[src/rtl/fetch_hazard_ctrl_if.sv]
// Hazard-source inputs and fetch/IF-ID control outputs of the fetch sequencer.
interface fetch_hazard_ctrl_if;
  logic        load_use_d;
  logic        jump_d;
  logic        redirect_e;
  logic        pc_en;
  logic [1:0]  pc_sel;
  logic        ifid_en;
  logic        ifid_flush;
  logic        idex_flush;
  logic [1:0]  state_o;
  logic        timeout_err;
  logic [15:0] stall_cnt;
  logic [15:0] flush_cnt;

  modport master (
    output load_use_d, jump_d, redirect_e,
    input  pc_en, pc_sel, ifid_en, ifid_flush, idex_flush,
    input  state_o, timeout_err, stall_cnt, flush_cnt
  );

  modport slave (
    input  load_use_d, jump_d, redirect_e,
    output pc_en, pc_sel, ifid_en, ifid_flush, idex_flush,
    output state_o, timeout_err, stall_cnt, flush_cnt
  );
endinterface

[src/rtl/fetch_hazard_ctrl.sv]
// Fetch-stage / IF-ID sequencer: load-use stall, jump hold and execute redirect via one FSM.
// Optional FETCH_PERF_CNT_EN adds saturating stall/flush performance counters.
module fetch_hazard_ctrl #(
  parameter int FLUSH_CYCLES = 2,
  parameter int LOAD_STALL   = 1,
  parameter int RES_TIMEOUT  = 3
) (
  input logic             clk,
  input logic             rst,
  fetch_hazard_ctrl_if.slave hz
);

  if (FLUSH_CYCLES < 1 || FLUSH_CYCLES > 7) begin : gBadFlush
    $error("FLUSH_CYCLES out of range 1..7");
  end
  if (LOAD_STALL < 1 || LOAD_STALL > 7) begin : gBadStall
    $error("LOAD_STALL out of range 1..7");
  end
  if (RES_TIMEOUT < 1 || RES_TIMEOUT > 15) begin : gBadTimeout
    $error("RES_TIMEOUT out of range 1..15");
  end

  typedef enum logic [1:0] {
    RUN      = 2'd0,
    STALL    = 2'd1,
    WAIT_RES = 2'd2,
    FLUSH    = 2'd3
  } state_t;

  state_t      state, stateNext;
  logic [3:0]  cnt, cntNext, cntDec;
  logic        timeoutErr, timeoutSet;
  logic        pcEn, ifidEn, ifidFlush, idexFlush;
  logic [1:0]  pcSel;

  assign cntDec = (cnt == 4'd0) ? 4'd0 : cnt - 4'd1;

  always_ff @(posedge clk or negedge rst) begin
    if (!rst) begin
      state      <= RUN;
      cnt        <= 4'd0;
      timeoutErr <= 1'b0;
    end else begin
      state <= stateNext;
      cnt   <= cntNext;
      if (timeoutSet) timeoutErr <= 1'b1;
    end
  end

  // STALL and FLUSH count the detection cycle as the first frozen/bubble cycle,
  // so they leave when the decremented count reaches zero.
  always_comb begin
    stateNext  = state;
    cntNext    = cnt;
    timeoutSet = 1'b0;
    pcEn       = 1'b1;
    pcSel      = 2'b00;
    ifidEn     = 1'b1;
    ifidFlush  = 1'b0;
    idexFlush  = 1'b0;
    if (hz.redirect_e) begin
      pcSel     = 2'b01;
      ifidEn    = 1'b0;
      ifidFlush = 1'b1;
      idexFlush = 1'b1;
      if (FLUSH_CYCLES > 1) begin
        stateNext = FLUSH;
        cntNext   = 4'(FLUSH_CYCLES - 1);
      end else begin
        stateNext = RUN;
        cntNext   = 4'd0;
      end
    end else begin
      case (state)
        RUN: begin
          if (hz.jump_d) begin
            pcEn      = 1'b0;
            ifidEn    = 1'b0;
            ifidFlush = 1'b1;
            stateNext = WAIT_RES;
            cntNext   = 4'(RES_TIMEOUT - 1);
          end else if (hz.load_use_d) begin
            pcEn      = 1'b0;
            ifidEn    = 1'b0;
            idexFlush = 1'b1;
            if (LOAD_STALL > 1) begin
              stateNext = STALL;
              cntNext   = 4'(LOAD_STALL - 1);
            end
          end
        end
        STALL: begin
          pcEn      = 1'b0;
          ifidEn    = 1'b0;
          idexFlush = 1'b1;
          cntNext   = cntDec;
          if (cnt <= 4'd1) stateNext = RUN;
        end
        WAIT_RES: begin
          pcEn      = 1'b0;
          ifidEn    = 1'b0;
          ifidFlush = 1'b1;
          if (cnt == 4'd0) begin
            stateNext  = RUN;
            timeoutSet = 1'b1;
          end else begin
            cntNext = cntDec;
          end
        end
        FLUSH: begin
          ifidEn    = 1'b0;
          ifidFlush = 1'b1;
          cntNext   = cntDec;
          if (cnt <= 4'd1) stateNext = RUN;
        end
        default: stateNext = RUN;
      endcase
    end
  end

  // Reset holds the front end frozen and bubbled regardless of state.
  assign hz.pc_en       = rst & pcEn;
  assign hz.pc_sel      = rst ? pcSel : 2'b00;
  assign hz.ifid_en     = rst & ifidEn;
  assign hz.ifid_flush  = ~rst | ifidFlush;
  assign hz.idex_flush  = ~rst | idexFlush;
  assign hz.state_o     = state;
  assign hz.timeout_err = timeoutErr;

`ifdef FETCH_PERF_CNT_EN
  logic [15:0] stallCnt, flushCnt;

  always_ff @(posedge clk or negedge rst) begin
    if (!rst) begin
      stallCnt <= 16'h0000;
      flushCnt <= 16'h0000;
    end else begin
      if (!pcEn && stallCnt != 16'hFFFF) stallCnt <= stallCnt + 16'd1;
      if (ifidFlush && flushCnt != 16'hFFFF) flushCnt <= flushCnt + 16'd1;
    end
  end

  assign hz.stall_cnt = stallCnt;
  assign hz.flush_cnt = flushCnt;
`else
  assign hz.stall_cnt = 16'h0000;
  assign hz.flush_cnt = 16'h0000;
`endif

endmodule

[src/flat_wrapper.sv]
// flat-port wrapper written by rule: the top's interface ports become plain ports
module fetch_hazard_ctrl_flat 
#(
  parameter int FLUSH_CYCLES = 2,
  parameter int LOAD_STALL   = 1,
  parameter int RES_TIMEOUT  = 3
)
  (clk, rst, hz_load_use_d, hz_jump_d, hz_redirect_e, hz_pc_en, hz_pc_sel, hz_ifid_en, hz_ifid_flush, hz_idex_flush, hz_state_o, hz_timeout_err, hz_stall_cnt, hz_flush_cnt);
  fetch_hazard_ctrl_if hz_i ();
  input logic clk;
  input logic rst;
  input wire logic [$bits(hz_i.load_use_d)-1:0] hz_load_use_d;
  input wire logic [$bits(hz_i.jump_d)-1:0] hz_jump_d;
  input wire logic [$bits(hz_i.redirect_e)-1:0] hz_redirect_e;
  output wire logic [$bits(hz_i.pc_en)-1:0] hz_pc_en;
  output wire logic [$bits(hz_i.pc_sel)-1:0] hz_pc_sel;
  output wire logic [$bits(hz_i.ifid_en)-1:0] hz_ifid_en;
  output wire logic [$bits(hz_i.ifid_flush)-1:0] hz_ifid_flush;
  output wire logic [$bits(hz_i.idex_flush)-1:0] hz_idex_flush;
  output wire logic [$bits(hz_i.state_o)-1:0] hz_state_o;
  output wire logic [$bits(hz_i.timeout_err)-1:0] hz_timeout_err;
  output wire logic [$bits(hz_i.stall_cnt)-1:0] hz_stall_cnt;
  output wire logic [$bits(hz_i.flush_cnt)-1:0] hz_flush_cnt;
  assign hz_i.load_use_d = hz_load_use_d;
  assign hz_i.jump_d = hz_jump_d;
  assign hz_i.redirect_e = hz_redirect_e;
  assign hz_pc_en = hz_i.pc_en;
  assign hz_pc_sel = hz_i.pc_sel;
  assign hz_ifid_en = hz_i.ifid_en;
  assign hz_ifid_flush = hz_i.ifid_flush;
  assign hz_idex_flush = hz_i.idex_flush;
  assign hz_state_o = hz_i.state_o;
  assign hz_timeout_err = hz_i.timeout_err;
  assign hz_stall_cnt = hz_i.stall_cnt;
  assign hz_flush_cnt = hz_i.flush_cnt;
  fetch_hazard_ctrl #(.FLUSH_CYCLES(FLUSH_CYCLES), .LOAD_STALL(LOAD_STALL), .RES_TIMEOUT(RES_TIMEOUT)) u_core (.clk(clk), .rst(rst), .hz(hz_i));
endmodule
[config.mk]
export PLATFORM = sky130hd
export DESIGN_NAME = fetch_hazard_ctrl_flat
export DESIGN_NICKNAME = d
export VERILOG_FILES = /design/src/rtl/fetch_hazard_ctrl_if.sv /design/src/rtl/fetch_hazard_ctrl.sv /design/src/flat_wrapper.sv
export SDC_FILE = /design/constraint.sdc
export NUM_CORES = 1
export LEC_CHECK = 0
export CAP_MARGIN = 25
export CORE_AREA = 5 5 59 61
export DETAILED_ROUTE_END_ITERATION = 7
export DIE_AREA = 0 0 64 66
export HOLD_SLACK_MARGIN = 0.15
export SLEW_MARGIN = 10
export SYNTH_ARGS = -nofsm -noshare
export SYNTH_HDL_FRONTEND = slang
export SYNTH_SLANG_ARGS = --single-unit
[constraint.sdc]
create_clock -name clk -period 4.6 [get_ports clk]
set_clock_uncertainty 0.2 [all_clocks]
set_input_delay 1.38 -clock clk [delete_from_list [all_inputs] [get_ports clk]]
set_output_delay 1.38 -clock clk [all_outputs]
set_load 0.02 [all_outputs]
After elaboration in Yosys (flattened, before gate mapping) --
Cells that the tools add are included.
Storage, ports and cells: register bits after elaboration 7, latch bits 0, RAM bits 0, memory bits (read-only) 0, input bits 5, output and inout port bits 41, memories 0
Cells by class: add/sub/neg operators 1, $mul 0, div/mod/pow operators 0, magnitude comparators 1, eq/ne operators 7, shift-type cells 0, muxes and demuxes 28, bitwise operators 5, reductions and logical operators 8
Operators with widths (number):
- $mux 4 | 4
- $mux 1 | 14
- $pmux 4 s3 | 1
- $mux 2 | 4
- $pmux 1 s2 | 4
- $ne 3x3->1 const B | 2
- $pmux 2 s3 | 1
- $reduce_or 2->1 | 3
- $eq 2x2->1 const B | 2
- $le 4x1->1 const B | 1
- $logic_not 4->1 | 1
- $sub 4x1->4 const B | 1
- $ne 3x1->1 const B | 1
- $ne 3x2->1 const B | 1
- $reduce_and 3->1 | 1
- $reduce_or 3->1 | 1
- $and 1x1->1 | 2
- $eq 2x1->1 const B | 1
- $logic_not 2->1 | 1
- $or 1x1->1 | 2
- $reduce_and 2->1 | 1
- $not 1->1 | 1

Logic depth before layout (Yosys ltp) --
Gate-level depths: netlist of the first run.
depth after elaboration 5, mapped depth 4, gate-level depth less buffers 3

Worst setup path before layout of the first run --
No wires, ideal clock.
path type input port to output port, start point in hz_redirect_e, end point out hz_pc_en, arrival time 2092 ps, setup slack 928 ps, stages on the path 3, buffers on the path 1, cells stage by stage buf_2 > a21oi_1 > a21boi_0
On the way: longest elaborated chain between the ends 2
RTL lines:
- start: declaration | line flat_wrapper.sv:14 | input wire logic [$bits(hz_i.redirect_e)-1:0] hz_redirect_e;
- $mux 1 | line fetch_hazard_ctrl.sv:61 | if (hz.redirect_e) begin
- $and 1x1->1 | line fetch_hazard_ctrl.sv:122 | assign hz.pc_en = rst & pcEn;
- end: declaration | line flat_wrapper.sv:15 | output wire logic [$bits(hz_i.pc_en)-1:0] hz_pc_en;
Every way passes these cells.

Worst setup path after layout of the first run --
start point in hz_redirect_e, end point out hz_idex_flush
On the way: longest elaborated chain between the ends 2
RTL lines:
- $mux 1 | line fetch_hazard_ctrl.sv:61
- $or 1x1->1 | line fetch_hazard_ctrl.sv:126 | assign hz.idex_flush = ~rst | idexFlush;
- end: declaration | line flat_wrapper.sv:19 | output wire logic [$bits(hz_i.idex_flush)-1:0] hz_idex_flush;
Every way passes these cells.

==> results of run 1 <==
==> cell type report <==
class,count,share of cell area (%)
multi-input combinational,68,48.5
tap,33,5.54
sequential,7,23.5
timing repair buffer,14,18.5
inverter,1,0.503
clock buffer,4,3.52
==> power breakdown <==
group	total, mW	internal [mW]	switching (mW)	leakage [nW]
Combinational	0.0587	0.0178	0.0409	0.249
Clock	0.0553	0.0331	0.0222	0.0150
Sequential	0.0705	0.0645	0.00603	0.0845
Total	0.185	0.115	0.0691	0.348
==> critical path, cell delays in order <==
cell	delay, ps
clkdlybuf4s50_1	610
nand2b_1	180
o21bai_1	120
clkdlybuf4s50_1	620
==> per-layer routing <==
metal	vias up	wire length [um]	track usage (%)
li1	232	-	-
met1	225	464	6.55
met2	27	556	7.41
met3	0	177	3.23
met4	0	0	3.12
met5	-	0	0
==> stage by stage <==
stage | instance area (um^2) | util, % | hold WS [ps] | setup slack [ps] | instances
2_1_floorplan | 803 | - | 347 | 928 | 112
3_3_place_gp | 717 | 24.5 | 267 | 139 | 123
3_5_place_dp | 717 | 24.5 | 269 | 64.3 | 123
4_1_cts | 743 | 25.4 | 278 | 68.6 | 127
5_1_grt | 746 | 25.5 | 302 | 29.2 | 127
6_report | 746 | 25.5 | 280 | 108 | 127
==> sequential cells by signal, indices dropped and copies added, names as in the netlist <==
register,flops
u_core.hz.timeout_err,1
u_core.cnt,4
u_core.hz.state_o,2
==> final timing paths <==
check	slack, ps	cells past startpoint	end	from
hold / removal	280	1	u_core.hz.timeout_err	u_core.hz.timeout_err
min in group asynchronous	1140	1	u_core.cnt[2]	rst
setup / recovery	110	4	hz_idex_flush	hz_redirect_e
hold reg to reg	280	1	u_core.hz.timeout_err	u_core.hz.timeout_err
setup reg to reg	3030	3	u_core.cnt[0]	u_core.cnt[2]
max in group asynchronous	2720	2	u_core.cnt[1]	rst
==> cell families (layout without fill, tap and decap cells) <==
logic type	count (synthesis)	count (layout)	synth area share, %
buffers and inverters	37	19	39.0
multiplexers	1	1	1.47
flip-flops	7	7	25.6
AO/OA/AOI/OAI	13	13	13.9
other	1	33	0.549
AND/OR/NAND/NOR	21	21	19.4
==> what timing repair did <==
action | CTS | global route
setup endpoints to repair | 0 | 1
hold buffers | 0 | 0
endpoints found under the hold margin | 0 | 0
resized for setup | 0 | 1
==> cell usage after synthesis <==
library cell | count | area [um^2]
o21bai_1 | 1 | 7.51
o21ai_0 | 2 | 10.0
nor2_8 | 1 | 20.0
inv_1 | 1 | 3.75
or2_1 | 1 | 6.26
nor3_1 | 1 | 5.00
a21o_2 | 1 | 8.76
and2_1 | 1 | 6.26
a41o_1 | 1 | 10.0
dfrtp_1 | 7 | 175
a311oi_1 | 1 | 8.76
a311o_2 | 1 | 11.3
buf_4 | 33 | 248
nand2_1 | 2 | 7.51
nor3b_1 | 2 | 15.0
a21oi_1 | 2 | 10.0
nor2_1 | 7 | 26.3
a31oi_1 | 1 | 6.26
buf_2 | 3 | 15.0
a21boi_0 | 1 | 7.51
or4_1 | 1 | 7.51
a311o_1 | 1 | 10.0
o21ai_1 | 1 | 5.00
mux2i_1 | 1 | 10.0
nand2b_1 | 1 | 6.26
or3_1 | 1 | 6.26
or3_4 | 1 | 11.3
conb_1 | 1 | 3.75
or2b_1 | 2 | 15.0
==> flow_metrics.tcl, run 1 <==
set metrics [dict create \
    slew_viol_final 0 \
    synth_seq_cells 7 \
    grt_pass1_wl_um 1750 \
    via_per_inst 3.81 \
    overflow 0 \
    dp_hpwl_um 1040 \
    yosysWarnings 0 \
    io_pins 46 \
    setup_violations 0 \
    insertedDiodeCount 0 \
    post_cts_buffers 0 \
    p_per_area_mw_per_mm2 247 \
    multi_input_area_um2 362 \
    seq_area_frac_synth_pct 25.6 \
    drive_above_1_share_pct 9.57 \
    grt_usage_pct 5.46 \
    outcome "complete, no violations" \
    post-route-min-period_ps 4490 \
    wl_per_cell_um 9.44 \
    avgSynthCellArea_um2 8.54 \
    fin_crit_sh_pct 97.7 \
    worst_ep_arrival_time_ps 2910 \
    core_mm2 0.00293 \
    cp_data_required_time_ps 3020 \
    hold_path_class "reg -> reg" \
    synthDistinctLibCells 29 \
    end_kind "output port" \
    maxCapViolCount 0 \
    synthCells 80 \
    drc_errors 0 \
    critPathKind "in -> out" \
    clock_path_buffers 2 \
    h-tree-depth 1 \
    register_area_um2 175 \
    fillers 327 \
    rsz0062_at_grt "no" \
    synthToLayoutAreaGrowth_pct 9.16 \
    crit_path_max_fanout 7 \
    cts.clk_slew.worst_paths_ps 50 \
    p_leak_nw 0.348 \
    finalPower_mw 0.185 \
    nets 100 \
    finalSetupTns_ps 0 \
    initial_utilization_pct 23.3 \
    drt-pass1-iter-count 4 \
    die_area_mm2 0.00422 \
    dieWidth_um 64 \
    syn-cell-area_um2 683 \
    max_freq_mhz 223 \
    via_count 484 \
    grt_antenna_before_repair 0 \
    port-buffer-count 12 \
    clock_latency_ps 250 \
    wl_um 1200 \
    final_hold_viol_count 0 \
    vdd_ir_drop_max_mv 0.0659 \
    drt-initial-drc-count 13 \
    core.rowCount 20 \
    cts_tree "done" \
    final_common_cell "conb_1" \
    layout_common_cells "conb_1, clkdlybuf4s50_1, nor2_1, dfrtp_1, clkbuf_4" \
    grt_pass1_vias 378 \
    clockRootBuffer "clkbuf_4" \
    cts_sinks 7 \
    gp_congestion 0.795 \
    grt_max_degree 10 \
    die_y_um 66 \
    detail-route-antenna-nets 0 \
    numCtsBuffers 3 \
    start_kind "primary input" \
]
(Power assumes the default switching activity.)
==> run 2: changes to the inputs <==
--- a/config.mk
+++ b/config.mk
@@ -10,6 +10,7 @@
 export DETAILED_ROUTE_END_ITERATION = 7
 export DIE_AREA = 0 0 64 66
 export HOLD_SLACK_MARGIN = 0.15
+export MAX_ROUTING_LAYER = met4
 export SLEW_MARGIN = 10
 export SYNTH_ARGS = -nofsm -noshare
 export SYNTH_HDL_FRONTEND = slang
==> run 2 against run 1 <==
Sequential power barely moved. Highest routed layer unchanged. Critical endpoint unchanged. Sequential share of layout area unchanged. Via count is the same. Sequential cell count is the same. Cell area is the same. Critical path depth unchanged.
==> flow_metrics.tcl, run 2 (synthesis results as in run 1) <==
set metrics [dict create \
    drc_errors 0 \
    max_freq_mhz 223 \
    port-buffer-count 12 \
    detail-route-antenna-nets 0 \
    vdd_ir_drop_max_mv 0.0659 \
    drt-pass1-iter-count 4 \
    via_per_inst 3.81 \
    core.rowCount 20 \
    met3_length_um 171 \
    layout_common_cells "conb_1, clkdlybuf4s50_1, nor2_1, dfrtp_1, clkbuf_4" \
    clock_path_buffers 2 \
    cpMaxStageDelayCell "clkdlybuf4s50_1" \
    cts.clk_slew.worst_paths_ps 50 \
    slew_viol_final 0 \
    post-route-min-period_ps 4490 \
    clock_latency_ps 250 \
    gp_congestion 0.806 \
    fin_crit_sh_pct 97.7 \
    clockRootBuffer "clkbuf_4" \
    synthToLayoutAreaGrowth_pct 9.16 \
    crit_path_max_fanout 7 \
    start_kind "primary input" \
    final_common_cell "conb_1" \
    drt-initial-drc-count 13 \
    p_per_area_mw_per_mm2 247 \
    nets 100 \
    p_leak_nw 0.348 \
    top_register "u_core.cnt" \
    grt_pass1_vias 378 \
    numCtsBuffers 3 \
    rsz0062_at_grt "no" \
    top_layer "met3" \
    core_mm2 0.00293 \
    end_kind "output port" \
    die_y_um 66 \
    critPathMaxStageDelay_ps 620 \
    grt_antenna_before_repair 0 \
    cts_hold_buf 0 \
    initial_utilization_pct 23.3 \
    wirelength_met1_um 470 \
    maxCapViolCount 0 \
    insertedDiodeCount 0 \
    worst_ep_arrival_time_ps 2910 \
    grt_pass1_wl_um 1750 \
    post-route-util_pct 25.5 \
    wl_per_cell_um 9.44 \
    via_count 484 \
    grt_usage_pct 5.61 \
    dieWidth_um 64 \
    die_area_mm2 0.00422 \
    cts_tree "done" \
    drive_above_1_share_pct 9.57 \
    largest_reg_flops 4 \
    dp_hpwl_um 1040 \
    finalSetupTns_ps 0 \
    outcome "complete, no violations" \
    hold_path_class "reg -> reg" \
    worstPathCellList "clkdlybuf4s50_1 -> nand2b_1 -> o21bai_1 -> clkdlybuf4s50_1" \
    grt_max_degree 10 \
    final_hold_viol_count 0 \
    setup_violations 0 \
    wl_met2_um 556 \
    crit_top_cell "clkdlybuf4s50_1" \
    h-tree-depth 1 \
    overflow 0 \
    fillers 327 \
    critPathKind "in -> out" \
    wl_um 1200 \
    cp_data_required_time_ps 3020 \
    cts_sinks 7 \
    hold_slack_ps 280 \
    io_pins 46 \
]
## run 2: final cells by class
cell class                 instances  area [um^2]  area share [%]
timing repair buffer              14          138            18.5
multi-input combinational         68          362            48.5
clock buffer                       4         26.3            3.52
tap                               33         41.3            5.54
inverter                           1         3.75           0.503
sequential                         7          175            23.5
## run 2: critical path, delay by kind of cell
kind	cells	cell delay, ps
buffers and inverters	2	1230
AND/OR/NAND/NOR	1	180
AO/OA/AOI/OAI	1	120
## run 2: through the flow
| stage | power [mW] | worst slack, ps | instances | instance area (um^2) |
|---|---|---|---|---|
| 6_report | 0.185 | 108 | 127 | 746 |
| 5_1_grt | 0.197 | 29.2 | 127 | 746 |
| 4_1_cts | 0.187 | 68.6 | 127 | 743 |
| 3_5_place_dp | 0.130 | 64.3 | 123 | 717 |
| 3_3_place_gp | 0.129 | 139 | 123 | 717 |
| 2_1_floorplan | 0.135 | 928 | 112 | 803 |
## run 2: repair_timing
item / CTS / global route
resized for setup: 0 / 1
setup buffers: 0 / 0
setup endpoints to repair: 0 / 1
## run 2: final timing paths
check / startpoint / end / slack, ps / depth (start not counted)
setup / recovery: hz_redirect_e / hz_idex_flush / 110 / 4
hold / removal: u_core.hz.timeout_err / u_core.hz.timeout_err / 280 / 1
setup reg to reg: u_core.cnt[2] / u_core.cnt[0] / 3030 / 3
hold reg to reg: u_core.hz.timeout_err / u_core.hz.timeout_err / 280 / 1
max in group asynchronous: rst / u_core.cnt[1] / 2720 / 2
min in group asynchronous: rst / u_core.cnt[2] / 1140 / 1
## run 2: layer usage
metal	GRT usage [%]	vias to the layer above
li1	-	232
met1	6.65	225
met2	7.41	27
met3	3.06	0
met4	3.12	0
met5	-	-
## run 2: power breakdown
part	total [mW]	switching, mW	leakage, nW	internal [mW]
logic	0.0587	0.0409	0.249	0.0178
registers	0.0705	0.00603	0.0845	0.0645
clock network	0.0553	0.0222	0.0150	0.0331
total	0.185	0.0691	0.348	0.115
==> run 3: changes to the inputs <==
--- a/config.mk
+++ b/config.mk
@@ -5,7 +5,7 @@
 export SDC_FILE = /design/constraint.sdc
 export NUM_CORES = 1
 export LEC_CHECK = 0
-export CAP_MARGIN = 25
+export CAP_MARGIN = 30
 export CORE_AREA = 5 5 59 61
 export DETAILED_ROUTE_END_ITERATION = 7
 export DIE_AREA = 0 0 64 66
==> results of run 3 <==
Final layout, timing and power as in run 2 (identical DEF).
